File: src/rtl/rr_arbiter_oh_if.sv
// Request/grant bundle between requesters, the round-robin arbiter and the downstream one-hot mux.
// The arbiter takes the master side and drives the grant signals.
interface rr_arbiter_oh_if #(
    parameter int REQ_NUM = 4
);
    localparam int IDX_WIDTH = $clog2(REQ_NUM);

    logic [REQ_NUM-1:0]   req_i;
    logic                 gnt_rdy_i;
    logic                 gnt_vld_o;
    logic [REQ_NUM-1:0]   gnt_oh_o;
    logic [IDX_WIDTH-1:0] gnt_idx_o;

    modport master (
        input  req_i,
        input  gnt_rdy_i,
        output gnt_vld_o,
        output gnt_oh_o,
        output gnt_idx_o
    );

    modport slave (
        output req_i,
        output gnt_rdy_i,
        input  gnt_vld_o,
        input  gnt_oh_o,
        input  gnt_idx_o
    );
endinterface

File: src/rtl/rr_arbiter_oh.sv
// Registered round-robin arbiter with a one-hot grant that is held until accepted,
// after which priority rotates past the winner.
module rr_arbiter_oh #(
    parameter int REQ_NUM = 4
) (
    input  logic           clk,
    input  logic           rst,
    rr_arbiter_oh_if.master bus
);
    localparam int IDX_WIDTH = $clog2(REQ_NUM);

    typedef enum logic {
        IDLE,
        GRANT
    } state_t;

    state_t               state;
    logic [IDX_WIDTH-1:0] ptr;
    logic [IDX_WIDTH-1:0] next_ptr;
    logic [IDX_WIDTH-1:0] eval_ptr;
    logic [REQ_NUM-1:0]   masked;
    logic [REQ_NUM-1:0]   eval_req;
    logic [IDX_WIDTH-1:0] cand_idx;
    logic [IDX_WIDTH-1:0] win_idx;
    logic [REQ_NUM-1:0]   win_oh;
    logic                 found;

    always_comb begin
        next_ptr = (bus.gnt_idx_o == IDX_WIDTH'(REQ_NUM - 1)) ? '0 : bus.gnt_idx_o + 1'b1;
        masked   = bus.req_i & ~bus.gnt_oh_o;
        if (state == GRANT) begin
            eval_ptr = next_ptr;
            // Falling back to the unmasked vector lets a sole persistent requester win back-to-back.
            eval_req = (masked != '0) ? masked : bus.req_i;
        end else begin
            eval_ptr = ptr;
            eval_req = bus.req_i;
        end

        found    = 1'b0;
        cand_idx = '0;
        win_idx  = '0;
        win_oh   = '0;
        for (int unsigned i = 0; i < REQ_NUM; i++) begin
            cand_idx = IDX_WIDTH'((32'(eval_ptr) + i) % REQ_NUM);
            if (!found && eval_req[cand_idx]) begin
                found            = 1'b1;
                win_idx          = cand_idx;
                win_oh[cand_idx] = 1'b1;
            end
        end
    end

    always_ff @(posedge clk) begin
        if (rst) begin
            state         <= IDLE;
            ptr           <= '0;
            bus.gnt_vld_o <= 1'b0;
            bus.gnt_oh_o  <= '0;
            bus.gnt_idx_o <= '0;
        end else begin
            case (state)
                IDLE: begin
                    if (found) begin
                        state         <= GRANT;
                        bus.gnt_vld_o <= 1'b1;
                        bus.gnt_oh_o  <= win_oh;
                        bus.gnt_idx_o <= win_idx;
                    end
                end
                GRANT: begin
                    if (bus.gnt_rdy_i) begin
                        ptr <= next_ptr;
                        if (found) begin
                            bus.gnt_oh_o  <= win_oh;
                            bus.gnt_idx_o <= win_idx;
                        end else begin
                            state         <= IDLE;
                            bus.gnt_vld_o <= 1'b0;
                            bus.gnt_oh_o  <= '0;
                            bus.gnt_idx_o <= '0;
                        end
                    end
                end
                default: state <= IDLE;
            endcase
        end
    end

`ifdef COMM_ASSERT
    a_onehot: assert property (@(posedge clk) disable iff (rst)
        $onehot0(bus.gnt_oh_o));
    a_vld_matches_oh: assert property (@(posedge clk) disable iff (rst)
        bus.gnt_vld_o == (|bus.gnt_oh_o));
    a_idx_matches_oh: assert property (@(posedge clk) disable iff (rst)
        bus.gnt_oh_o[bus.gnt_idx_o] == bus.gnt_vld_o);
    a_stall_stable: assert property (@(posedge clk) disable iff (rst)
        (bus.gnt_vld_o && !bus.gnt_rdy_i) |=> $stable(bus.gnt_oh_o));
    a_req_held: assert property (@(posedge clk) disable iff (rst)
        (bus.gnt_vld_o && !bus.gnt_rdy_i) |-> bus.req_i[bus.gnt_idx_o]);
`endif
endmodule

File: src/flat_wrapper.sv
// flat-port wrapper written by rule: the top's interface ports become plain ports
module rr_arbiter_oh_flat 
#(
    parameter int REQ_NUM = 4
)
  (clk, rst, bus_req_i, bus_gnt_rdy_i, bus_gnt_vld_o, bus_gnt_oh_o, bus_gnt_idx_o);
  rr_arbiter_oh_if #(.REQ_NUM(REQ_NUM)) bus_i ();
  input  logic clk;
  input  logic rst;
  input wire logic [$bits(bus_i.req_i)-1:0] bus_req_i;
  input wire logic [$bits(bus_i.gnt_rdy_i)-1:0] bus_gnt_rdy_i;
  output wire logic [$bits(bus_i.gnt_vld_o)-1:0] bus_gnt_vld_o;
  output wire logic [$bits(bus_i.gnt_oh_o)-1:0] bus_gnt_oh_o;
  output wire logic [$bits(bus_i.gnt_idx_o)-1:0] bus_gnt_idx_o;
  assign bus_i.req_i = bus_req_i;
  assign bus_i.gnt_rdy_i = bus_gnt_rdy_i;
  assign bus_gnt_vld_o = bus_i.gnt_vld_o;
  assign bus_gnt_oh_o = bus_i.gnt_oh_o;
  assign bus_gnt_idx_o = bus_i.gnt_idx_o;
  rr_arbiter_oh #(.REQ_NUM(REQ_NUM)) u_core (.clk(clk), .rst(rst), .bus(bus_i));
endmodule
File: config.mk
export PLATFORM = sky130hd
export DESIGN_NAME = rr_arbiter_oh_flat
export DESIGN_NICKNAME = d
export VERILOG_FILES = /design/src/rtl/rr_arbiter_oh_if.sv /design/src/rtl/rr_arbiter_oh.sv /design/src/flat_wrapper.sv
export SDC_FILE = /design/constraint.sdc
export NUM_CORES = 1
export LEC_CHECK = 0
export ABC_AREA = 0
export CAP_MARGIN = 0
export CORE_MARGIN = 3
export CORE_UTILIZATION = 40
export DETAILED_ROUTE_END_ITERATION = 6
export SYNTH_ARGS = -nofsm -noshare
export SYNTH_HDL_FRONTEND = slang
export SYNTH_SLANG_ARGS = --single-unit
export TNS_END_PERCENT = 1
File: constraint.sdc
create_clock -name clk -period 5.6 [get_ports clk]
set_clock_uncertainty 0.1 [all_clocks]
set_input_delay 0.56 -clock clk [delete_from_list [all_inputs] [get_ports clk]]
set_output_delay 0.56 -clock clk [all_outputs]
set_load 0.02 [all_outputs]
==> run_results.csv <==
group,metric,value,unit
status,outcome,"completed",
global_routing,grt-ovfl-total,0,
layout,drive_gt1_frac,0.0979,
critical_path,required,5.71,ns
pwr,p_leak,0.461,nW
synthesis,avgSynthCellArea,8.49,sq um
critical_path,reg2reg_depth,6,
layout,final_util,0.502,
die,die_w,58.3,um
timing,min_period_over_period,0.519,
timing,final_max_slew_viol_count,0,
timing,rsz0062_at_grt,"no",
clocking,cts_resized,0,
synthesis,yosys_warnings,0,
placement,place_area,0.00124,sq mm
synthesis,syn-num-nets,145,
layout,area_delta_synth_final,16.7,%
routing,drtPass1Iterations,4,
timing,fmax,344,MHz
timing,setup_viol,0,
global_routing,antenna_found_initial,0,
synthesis,yosys_most_used_dff,"dfxtp_1",
timing,worst_slew_pin_slew,0.719,ns
critical_path,worst_setup_path_start_kind,"flop",
clocking,clockBufferDepth,2,
clocking,cts_tree,"done",
job,cap_violations,0,
pwr,power_density,451,mW/mm^2
synthesis,yosysUniqueCellTypes,46,
critical_path,crit_fanout,19,
synthesis,ys_seq_elements,10,
die,start_util,0.430,
critical_path,worstPathArrival,3.02,ns
layout,multiInputGateArea,856,sq um
layout,fill_cells,250,
global_routing,grt_first_pass_wirelength,4620,um
routing,antenna_left,0,
timing,setup_tns,0,ns
timing,min_period,2.91,ns
die,pin_count,14,
die,die_h,58.3,um
placement,dp_hpwl,2180,um
die,die_area,0.00340,sq mm
clocking,post_cts_buffers,0,
routing,wl_per_cell,16.2,um
synthesis,synth_edf_count,0,
timing,hold_viol_final,0,
placement,gp_congestion,0.864,
routing,drt_iter0_markers,46,
layout,layout_commonest_cell,"clkdlybuf4s50_1",
worst_hold_path,hold_depth,2,
die,rows,18,
synthesis,synthCells,129,
critical_path,cp-end-kind,"flop",
worst_hold_path,hold_path.class,"reg -> reg",
clocking,htreeDepth,1,
critical_path,critical_path_class,"reg -> reg",
layout,final_nets,160,
global_routing,grt_util_all_layers,0.169,
clocking,clk_latency,0.26,ns
synthesis,ys_seq_area_frac,0.183,
clocking,clock_sinks,10,
clocking,cts-hold-fix-buffers,0,
routing,drt_wl_total,2800,um
clocking,cts_root_buf,"clkbuf_4",
global_routing,first_global_vias,932,
routing,drc_errors,0,
timing,slew_headroom,0.520,
die,core_area,0.00254,sq mm
clocking,clkTransAtPathRegs,0.07,ns
global_routing,grt_max_degree,20,
routing,avgViaCountPerCell,6.49,
pwr,max-vdd-ir-drop,281,uV
layout,n_antenna_cell,0,
layout,seqCellArea,200,sq um
synthesis,async_flop_share,0,
placement,place_ws,2.55,ns
layout,layout_common_cells,"clkdlybuf4s50_1 (13), nand2b_1 (10), dfxtp_1 (10)",
layout,fin_area,0.00128,sq mm
timing,setup_slack,2.69,ns
routing,vias,1123,
clocking,cts_buffers,3,
synthesis,synth_area,0.00109,sq mm
placement,port_buffers,13,
[cell usage after synthesis (2+ instances only)]
cell,instances,area share
ha_1,9,0.10
a221oi_1,2,0.016
dfxtp_1,10,0.18
nand2b_1,10,0.057
o21ai_1,3,0.014
a221o_1,4,0.037
nor3_1,8,0.037
nand3_1,3,0.014
o21ai_0,3,0.014
a21boi_0,4,0.027
buf_2,2,0.0091
nor2b_1,3,0.017
a311oi_1,5,0.040
o211ai_1,8,0.055
a41oi_1,4,0.032
nor2_1,6,0.021
a21oi_1,5,0.023
a41o_1,3,0.027
o22ai_1,4,0.023
a22oi_1,2,0.014
nand2_1,5,0.017
inv_1,2,0.0069
[area by class of cell]
type	instances	area share
multi-input combinational	112	0.670
sequential	10	0.157
timing repair buffer	13	0.102
tap	30	0.0294
clock buffer	4	0.0284
inverter	4	0.0137
[sequential cells by signal, summed over array words and instances, names as in the netlist]
signal / cells
u_core.bus.gnt_idx_o: 2
u_core.bus.gnt_oh_o: 4
u_core.bus.gnt_vld_o: 1
u_core.ptr: 2
u_core.state: 1
[metal layers]
metal	global-route usage	vias to the layer above	routed length [um]
li1	-	562	-
met1	0.257	533	1390
met2	0.255	28	1290
met3	0.0373	0	119
met4	0.00993	0	0
met5	0	-	0
[per-stage QoR]
step	hold slack [ns]	total power, W	cells
after floorplan	0.341	0.000402	129
after global placement	0.356	0.000507	169
after detailed placement	0.363	0.000508	169
after CTS	0.378	0.000575	173
after global routing	0.395	0.000624	173
final	0.375	0.000576	173
[path summary, 6_finish.rpt]
check / startpoint / endpoint / slack, ns
max reg2reg: u_core.state / u_core.bus.gnt_oh_o[1] / 2.69
min reg2reg: u_core.ptr[1] / u_core.ptr[1] / 0.38
min: u_core.ptr[1] / u_core.ptr[1] / 0.38
max: u_core.state / u_core.bus.gnt_oh_o[1] / 2.69
[critical path: stages, from the launching register on]
cell and delay (ns):
dfxtp_1 0.79, mux2i_2 0.53, ha_1 0.40, mux4_2 0.41, nand2b_1 0.18, a311oi_1 0.29, a221o_1 0.15
[where the power goes]
| group | total, W | leakage, nW | switching [W] | internal [W] |
|---|---|---|---|---|
| Sequential | 0.000126 | 0.0826 | 0.0000324 | 0.0000934 |
| Clock | 0.0000652 | 0.0210 | 0.0000258 | 0.0000395 |
| Combinational | 0.000384 | 0.357 | 0.000218 | 0.000167 |
[logic make-up (layout without fill, tap and decap cells)]
kind of cell | after synthesis | count (layout) | synth area share
DFF | 10 | 10 | 0.183
adders and majority gates | 9 | 9 | 0.103
muxes | 2 | 2 | 0.0331
AOI/OAI and AO/OA | 57 | 57 | 0.402
and+or+nand+nor | 44 | 44 | 0.243
buffers and inverters | 7 | 21 | 0.0354
Note: power is estimated with default switching activity, not from simulation.
